## config.mk

```make
export PLATFORM = sky130hd
export DESIGN_NAME = iob_ram_2p_be_init
export DESIGN_NICKNAME = d
export VERILOG_FILES = /design/src/rtl/iob_ram_2p_be_init_pkg.sv /design/src/rtl/iob_ram_2p_be_mem.sv /design/src/rtl/iob_ram_2p_be_init.sv
export SDC_FILE = /design/constraint.sdc
export NUM_CORES = 1
export LEC_CHECK = 0
export BUFFER_PORTS_ARGS = -buffer_cell sky130_fd_sc_hd__buf_2
export CAP_MARGIN = 20
export CORE_UTILIZATION = 55
export CTS_BUF_LIST = sky130_fd_sc_hd__clkbuf_4 sky130_fd_sc_hd__clkbuf_8
export DETAILED_ROUTE_END_ITERATION = 10
export GPL_ROUTABILITY_DRIVEN = 0
export HOLD_SLACK_MARGIN = 0.08
export PLACE_DENSITY = 0.69
export SKIP_CTS_REPAIR_TIMING = 1
export SLEW_MARGIN = 10
export SYNTH_ARGS = -nofsm -noshare
export SYNTH_HDL_FRONTEND = slang
export SYNTH_SLANG_ARGS = --single-unit
export TNS_END_PERCENT = 50
```

## constraint.sdc

```tcl
create_clock -name clk_i -period 3 [get_ports clk_i]
set_clock_uncertainty 0.15 [all_clocks]
set_input_delay 0.15 -clock clk_i [delete_from_list [all_inputs] [get_ports clk_i]]
set_output_delay 0.15 -clock clk_i [all_outputs]
set_load 0.01 [all_outputs]
```

## src/rtl/iob_ram_2p_be_init_pkg.sv

```systemverilog
`default_nettype none
// ============================================================================
//  Module   : iob_ram_2p_be_init_pkg
//  Purpose  : Shared constants for the byte-enable dual-port RAM with init
//             sweep: FSM state encodings.
//  Revision : 1.0  initial release
// ============================================================================
package iob_ram_2p_be_init_pkg;

  // Controller states: sweeping zeros into the array, then normal operation.
  localparam logic [0:0] ST_INIT = 1'b0;
  localparam logic [0:0] ST_RUN  = 1'b1;

endpackage : iob_ram_2p_be_init_pkg
`default_nettype wire

```

## src/rtl/iob_ram_2p_be_mem.sv

```systemverilog
`default_nettype none
// ============================================================================
//  Module   : iob_ram_2p_be_mem
//  Purpose  : Bare simple dual-port array. One write port with per-column
//             enables, one synchronous read port. No reset, so it maps onto
//             block RAM. Read and write to the same address in the same
//             cycle return the old contents (read-first).
//  Revision : 1.0  initial release
// ============================================================================
module iob_ram_2p_be_mem #(
  parameter int DATA_W = 32,
  parameter int ADDR_W = 4,
  parameter int COL_W  = 8
) (
  input  logic                     clk_i,
  input  logic [DATA_W/COL_W-1:0]  w_en_i,
  input  logic [ADDR_W-1:0]        w_addr_i,
  input  logic [DATA_W-1:0]        w_data_i,
  input  logic                     r_en_i,
  input  logic [ADDR_W-1:0]        r_addr_i,
  output logic [DATA_W-1:0]        r_data_o
);

  localparam int N_COL = DATA_W / COL_W;

  logic [DATA_W-1:0] mem [2**ADDR_W];

  // Column-granular write: only enabled columns of the addressed word change.
  always_ff @(posedge clk_i) begin
    for (int c = 0; c < N_COL; c++) begin
      if (w_en_i[c]) begin
        mem[w_addr_i][c*COL_W +: COL_W] <= w_data_i[c*COL_W +: COL_W];
      end
    end
  end

  // Synchronous read; output holds while no read is issued.
  always_ff @(posedge clk_i) begin
    if (r_en_i) begin
      r_data_o <= mem[r_addr_i];
    end
  end

endmodule : iob_ram_2p_be_mem
`default_nettype wire

```

## src/rtl/iob_ram_2p_be_init.sv

```systemverilog
`default_nettype none
// ============================================================================
//  Module   : iob_ram_2p_be_init
//  Purpose  : Simple dual-port RAM with per-column write enables, 1- or
//             2-cycle read latency with a valid pulse, and a hardware sweep
//             that zeroes the whole array after every reset.
//  Options  : IOB_RAM_2P_BE_INIT_BYPASS_EN -- when defined, a same-address
//             same-cycle read/write returns the merged (write-first) word;
//             otherwise collisions are read-first.
//  Revision : 1.0  initial release
// ============================================================================
module iob_ram_2p_be_init
  import iob_ram_2p_be_init_pkg::*;
#(
  parameter int DATA_W   = 32,
  parameter int ADDR_W   = 4,
  parameter int COL_W    = 8,
  parameter int READ_LAT = 1
) (
  input  logic                     clk_i,
  input  logic                     arst_i,
  output logic                     busy_o,
  input  logic                     w_en_i,
  input  logic [DATA_W/COL_W-1:0]  w_strb_i,
  input  logic [ADDR_W-1:0]        w_addr_i,
  input  logic [DATA_W-1:0]        w_data_i,
  input  logic                     r_en_i,
  input  logic [ADDR_W-1:0]        r_addr_i,
  output logic [DATA_W-1:0]        r_data_o,
  output logic                     r_valid_o
);

  localparam int              N_COL    = DATA_W / COL_W;
  localparam int              DEPTH    = 1 << ADDR_W;
  localparam logic [ADDR_W:0] LAST_CNT = (ADDR_W + 1)'(DEPTH - 1);

  // Parameter legality, caught at elaboration.
  if ((READ_LAT != 1) && (READ_LAT != 2)) begin : g_bad_read_lat
    $error("iob_ram_2p_be_init: READ_LAT must be 1 or 2");
  end
  if ((DATA_W % COL_W) != 0) begin : g_bad_col_w
    $error("iob_ram_2p_be_init: DATA_W must be a multiple of COL_W");
  end

  logic [0:0]        state;
  logic [ADDR_W:0]   cnt;     // one extra bit so the end of the sweep never aliases
  logic              run;

  logic [N_COL-1:0]  mem_we;
  logic [ADDR_W-1:0] mem_waddr;
  logic [DATA_W-1:0] mem_wdata;
  logic              mem_re;
  logic [DATA_W-1:0] mem_rdata;
  logic [DATA_W-1:0] merged;

  logic              v1;      // a read was issued at the previous edge
  logic [DATA_W-1:0] hold;    // last completed read word

  assign run    = (state == ST_RUN);
  assign busy_o = ~run;

  // Init sweep controller: one zero write per cycle, then RUN until reset.
  always_ff @(posedge clk_i or posedge arst_i) begin
    if (arst_i) begin
      state <= ST_INIT;
      cnt   <= '0;
    end else if (state == ST_INIT) begin
      cnt <= cnt + 1'b1;
      if (cnt == LAST_CNT) begin
        state <= ST_RUN;
      end
    end
  end

  // Write port is owned by the sweep while busy; user requests are dropped.
  always_comb begin
    mem_we    = '1;
    mem_waddr = cnt[ADDR_W-1:0];
    mem_wdata = '0;
    if (run) begin
      mem_we    = w_en_i ? w_strb_i : '0;
      mem_waddr = w_addr_i;
      mem_wdata = w_data_i;
    end
  end

  assign mem_re = run & r_en_i;

  iob_ram_2p_be_mem #(
    .DATA_W (DATA_W),
    .ADDR_W (ADDR_W),
    .COL_W  (COL_W)
  ) u_mem (
    .clk_i    (clk_i),
    .w_en_i   (mem_we),
    .w_addr_i (mem_waddr),
    .w_data_i (mem_wdata),
    .r_en_i   (mem_re),
    .r_addr_i (r_addr_i),
    .r_data_o (mem_rdata)
  );

`ifdef IOB_RAM_2P_BE_INIT_BYPASS_EN
  logic [N_COL-1:0]  byp_strb;
  logic [DATA_W-1:0] byp_data;

  // Capture which columns of the word being read were overwritten this edge.
  always_ff @(posedge clk_i or posedge arst_i) begin
    if (arst_i) begin
      byp_strb <= '0;
      byp_data <= '0;
    end else if (mem_re) begin
      byp_strb <= (w_en_i && (w_addr_i == r_addr_i)) ? w_strb_i : '0;
      byp_data <= w_data_i;
    end
  end

  // Per-column merge of new write data over the old array word.
  always_comb begin
    merged = mem_rdata;
    for (int c = 0; c < N_COL; c++) begin
      if (byp_strb[c]) begin
        merged[c*COL_W +: COL_W] = byp_data[c*COL_W +: COL_W];
      end
    end
  end
`else
  assign merged = mem_rdata;
`endif

  // First read-pipeline stage: flags array output as fresh.
  always_ff @(posedge clk_i or posedge arst_i) begin
    if (arst_i) begin
      v1 <= 1'b0;
    end else begin
      v1 <= mem_re;
    end
  end

  // Keeps the last delivered word so r_data_o holds between reads.
  always_ff @(posedge clk_i or posedge arst_i) begin
    if (arst_i) begin
      hold <= '0;
    end else if (v1) begin
      hold <= merged;
    end
  end

  if (READ_LAT == 1) begin : g_lat1
    assign r_valid_o = v1;
    assign r_data_o  = v1 ? merged : hold;
  end else begin : g_lat2
    logic v2;

    // Second stage: valid follows the registered output word.
    always_ff @(posedge clk_i or posedge arst_i) begin
      if (arst_i) begin
        v2 <= 1'b0;
      end else begin
        v2 <= v1;
      end
    end

    assign r_valid_o = v2;
    assign r_data_o  = hold;
  end

endmodule : iob_ram_2p_be_init
`default_nettype wire

```

Yosys cells after proc, flatten, opt, wreduce, memory -nomap -nowiden
Memories as Yosys holds them, arrays and structs flattened. A register that Yosys moved wholly into a read port is not among the register bits.
Cells that the tools add are included.
- logic and storage cells: 24
- bits in read-only memories: 0
- memory bits (writable): 512
- latch bits: 0
- bits of input ports: 48
- register bits after elaboration: 39
- output and inout port bits: 34
- memories: 1
- order comparisons: 0
- shift operators: 0
- mux-type cells: 15
- divide/modulo/power cells: 0
- add/subtract/negate cells: 1
- bitwise operators: 2
- multiply operators: 0
- equal/unequal tests: 1
- reductions and logical operators: 0
- memories (name ; depth ; width ; rd ports ; clocked after memory_dff ; write ports ; RTL line ; RTL):
    u_mem.mem ; 16 ; 32 ; 1 ; 1 ; 1 ; iob_ram_2p_be_mem.sv:26 ; logic [DATA_W-1:0] mem [2**ADDR_W];
- operator list (operator ; number):
    2-to-1 mux 32 bit ; 2
    2-to-1 mux 4 bit ; 3
    2-to-1 mux 1 bit ; 10
    adder 5 x 1 -> 5 bit, second input constant ; 1
    equality test 5 x 4 -> 1 bit, second input constant ; 1
    AND 1 bit ; 1
    NOT 1 bit ; 1

Depth between registers and ports, before layout
- depth in word-level cells: 4
- depth in mapped cells: 5
- mapped depth without buffers: 4

By module
From an unflattened synthesis, not the netlist that was laid out.
- cells, all modules: 1045
- area total of the unflattened synthesis: 22501.6 µm²
- modules (own cells, without submodules) (module ; seq. area each (µm²) ; area each (µm²) ; times used ; cells an instance):
    iob_ram_2p_be_mem ; 16335.7 ; 20564.7 ; 1 ; 905
    iob_ram_2p_be_init ; 975.9 ; 1936.9 ; 1 ; 140

Worst setup path after synthesis
No wires, ideal clock.
- path type: flip-flop to flip-flop
- start point: register state, in the netlist run
- end point: register u_mem.r_data_o[0] (read register of u_mem.mem) (enable)
- slack: 0.587 ns
- arrival time: 1.870 ns
- period minus slack after synthesis: 2.413 ns
- required time: 2.457 ns
- cell stages (with the launch flop): 5
- setup time: 0.393 ns
- buffers on the path: 3
- path through: dfrtp_1 buf_2 buf_1 clkbuf_1 and2_1
- word-level cells in the longest chain between the ends: 1
- RTL lines (item ; RTL line ; RTL):
    start, declared ; iob_ram_2p_be_init.sv:45 ; logic [0:0] state;
    start signal, assigned ; iob_ram_2p_be_init.sv:65 ; state <= ST_INIT;
    start signal, assigned ; iob_ram_2p_be_init.sv:70 ; state <= ST_RUN;
    AND 1 bit ; iob_ram_2p_be_init.sv:87 ; assign mem_re = run & r_en_i;
    named net mem_re ; iob_ram_2p_be_init.sv:52 ; logic mem_re;
    end, declared ; iob_ram_2p_be_mem.sv:21 ; output logic [DATA_W-1:0] r_data_o
The timed path passes the listed nets, and every way through them passes these cells.
A chain may end at the register's enable or synchronous reset.

Worst setup path in the final report
- start point: register v1, in the netlist r_valid_o
- end point: output r_data_o[7]
- word-level cells in the longest chain between the ends: 1
- RTL lines (item ; RTL line ; RTL):
    start, declared ; iob_ram_2p_be_init.sv:56 ; logic v1;
    start signal, assigned ; iob_ram_2p_be_init.sv:136 ; v1 <= mem_re;
    2-to-1 mux 32 bit ; -- ;
    end, declared ; iob_ram_2p_be_init.sv:29 ; output logic [DATA_W-1:0] r_data_o,
No other way between the ends.

==> qor.yml <==
status: "finished clean"
grt_use_total_pct: 23.05
dp_cells: 1690
rows: 73
dp_hpwl_um: 29180
slew_headroom_pct: 27.27
hold_viol_final: 0
synthTopCellsByArea: "edfxtp_1 (73%), mux4_2 (13%), dfrtp_1 (4.4%)"
synth_seq_area_share_pct: 77.80
holdPathEnd: "u_mem.mem[12][23]"
p_seq_share_pct: 55.4
coreArea_um2: 39820
hold_start: "w_data_i[23]"
ioPinCount: 82
p_switching_mw: 3.395
cp-end-kind: "output pin"
syn2layout_area_growth_pct: 16.88
hold_ws_ns: 0.06713
maxCapViolCount: 0
min_path_cells: 2
first_pass_iters: 5
antenna_found_initial: 0
grt_overflow: 0
initial_core_util_pct: 55.88
path_class: "reg2out"
swShare_pct: 20.80
finalCritPeriodShare_pct: 88.38
worstMarginPinSlew_ns: 1.083
cp-start-kind: "register"
netlist.top_cell.by_area: "edfxtp_1"
p_clk_share_pct: 39.0
final_antenna_net_count: 0
finalSetupViolCount: 0
clockBufferDepth: 3
place.port_buffers: 81
hp-class: "in2reg"
static-leakage-power_nw: 8.833
root_buffer: "clkbuf_8"
drt-initial-drc-count: 983
rr_startpoint: "run"
synth_warnings: 0
fin_crit_ns: 2.651
r2r_slack_ns: 0.39
rsz0062_at_grt: "no"
vias: 11100
pwr-share-comb_pct: 5.6
crit_path_max_fanout: 20
die_h_um: 203.1
wl_um: 45700
ys_types: 25
synth-seq-cells: 583
ir_drop_mv: 0.3334
synth_nets: 1093
synth_top_area_share_pct: 73.41
p_int_mw: 12.93
drive_above_1_share_pct: 37.85
utilization_pct: 65.31
r2r-end: "u_mem.mem[9][13]"
fillCellCount: 2718
fin_tns_setup_ns: 0
cts_made_buffers: 90
die_area_um2: 41270
crit_required_ns: 2.70
syn-cell-area_um2: 22250
grt_max_degree: 34
fp.dieW_um: 203.1
instances_no_fill: 1883
nets: 1339
critPathMaxStageDelay_ns: 0.85
htreeDepth: 3
cts_tree: "built"
wl_per_cell_um: 24.27
diodes: 0
grt_pass1_vias: 11370
ff2ff_path_depth: 4
powerDensity_nw_per_um2: 627.6
drc: 0
timing.fmax_ghz: 0.3772
synthCells: 1043
insertion_delay_ns: 0.63
avgViaCountPerCell: 5.893
clkTransAtPathRegs_ns: 0.06
postSynthAreaPerCell_um2: 21.33
numClockSinks: 583
crit_chain: "buf_4 > mux2_2 > buf_2"
cp.arrival_ns: 2.35
grt_pass1_wl_um: 69180
finalPower_mw: 16.32
crit_slowest_cell: "dfrtp_2"
finalMaxSlewViolations: 0
cells in the mapped netlist:
| library cell | instances |
|---|---|
| inv_1 | 5 |
| edfxtp_1 | 544 |
| mux2i_1 | 1 |
| buf_1 | 14 |
| o32a_1 | 2 |
| nor2b_1 | 3 |
| nand2_1 | 34 |
| and2_1 | 34 |
| or2_2 | 1 |
| nand4_1 | 1 |
| buf_4 | 9 |
| and3_1 | 3 |
| xnor2_1 | 3 |
| nor3_1 | 66 |
| ha_1 | 2 |
| nor2_1 | 3 |
| dfrtp_1 | 39 |
| mux2_2 | 33 |
| mux4_2 | 128 |
| clkbuf_1 | 24 |
| and3b_1 | 2 |
| a22oi_1 | 64 |
| buf_2 | 18 |
| a21oi_1 | 6 |
| a31oi_1 | 4 |
power by group through the flow:
stage / clock network, mW / registers, mW / logic, mW
floorplan: 0 / 9.19 / 0.562
global placement: 0 / 9.21 / 0.881
detailed placement: 0 / 9.22 / 0.897
CTS: 6.52 / 9.05 / 0.900
global route: 6.85 / 9.05 / 0.992
finish: 6.36 / 9.05 / 0.913
how the worst max path moves through the flow:
stage                     cells past startpoint                end      start  slack (ns)
after global placement                        3    u_mem.mem[5][9]        run        0.18
after CTS                                     4   u_mem.mem[9][23]        run        0.21
after global routing                          4   u_mem.mem[9][14]        run        0.24
final                                         3        r_data_o[7]  r_valid_o        0.35
after detailed placement                      4   u_mem.mem[9][16]        run        0.25
after floorplan                               4  u_mem.r_data_o[0]        run        0.59
per-layer routing:
metal  global-route usage [%]  vias up  wire length, um
li1                         -     4829                -
met1                    33.05     5829            19730
met2                    36.57      387            22430
met3                    4.394       52             2993
met4                    6.847        0              552
met5                        0        -                0
cell families (layout without fill, tap and decap cells):
logic type / count (synthesis) / after routing / synth area share [%]
DFF: 583 / 583 / 77.80
muxes: 162 / 162 / 14.67
and+or+nand+nor: 147 / 147 / 3.368
AOI/OAI and AO/OA: 76 / 76 / 2.497
buffers and inverters: 70 / 385 / 1.434
xor gates and xnor gates: 3 / 3 / 0.1181
adders and majority gates: 2 / 2 / 0.1124
worst max-delay path, delay by kind of cell, from the launching register on:
family,cells,cell delay (ns)
multiplexers,1,0.37
flip-flops,1,0.85
buffers and inverters,2,0.49
final cells by class:
class	instances	area [um^2]	area share (%)
timing repair buffer	219	1600	6.153
tap	525	656.9	2.526
sequential	583	17310	66.57
inverter	5	18.77	0.07216
clock inverter	21	92.59	0.3560
clock buffer	140	1670	6.423
multi-input combinational	390	4654	17.90
placed cells by master, fill, tap and decap left out:
cell	n
nor2_2	1
edfxtp_1	544
dfrtp_2	2
clkinv_1	12
nor2_1	2
o32a_1	2
clkinv_2	8
nor2b_1	1
dfrtp_1	37
clkbuf_8	100
buf_12	7
mux2_2	33
a22oi_1	64
nand2_1	34
and3b_1	2
buf_4	96
xnor2_1	3
and2_2	1
nor3_1	61
nand4_1	1
mux2i_1	1
and3_1	3
inv_1	4
and2_1	33
inv_2	1
a21oi_1	6
a31oi_1	4
buf_2	86
clkinvlp_4	1
nor2b_2	2
or2_2	1
dlygate4sd3_1	28
clkbuf_4	41
nor3_2	5
buf_8	1
ha_1	2
mux4_2	128
flip-flops by register name, summed over array words and instances, names as in the netlist:
name / count
u_mem.mem: 512
hold: 32
u_mem.r_data_o: 32
cnt: 5
r_valid_o: 1
run: 1
through the flow:
stage | setup slack [ns] | instance area, um^2
4_1_cts | 0.2140 | 25680
6_report | 0.3485 | 26010
5_1_grt | 0.2401 | 26010
2_1_floorplan | 0.5870 | 22250
3_5_place_dp | 0.2534 | 23910
3_3_place_gp | 0.1768 | 23880
(Power assumes the default switching activity.)
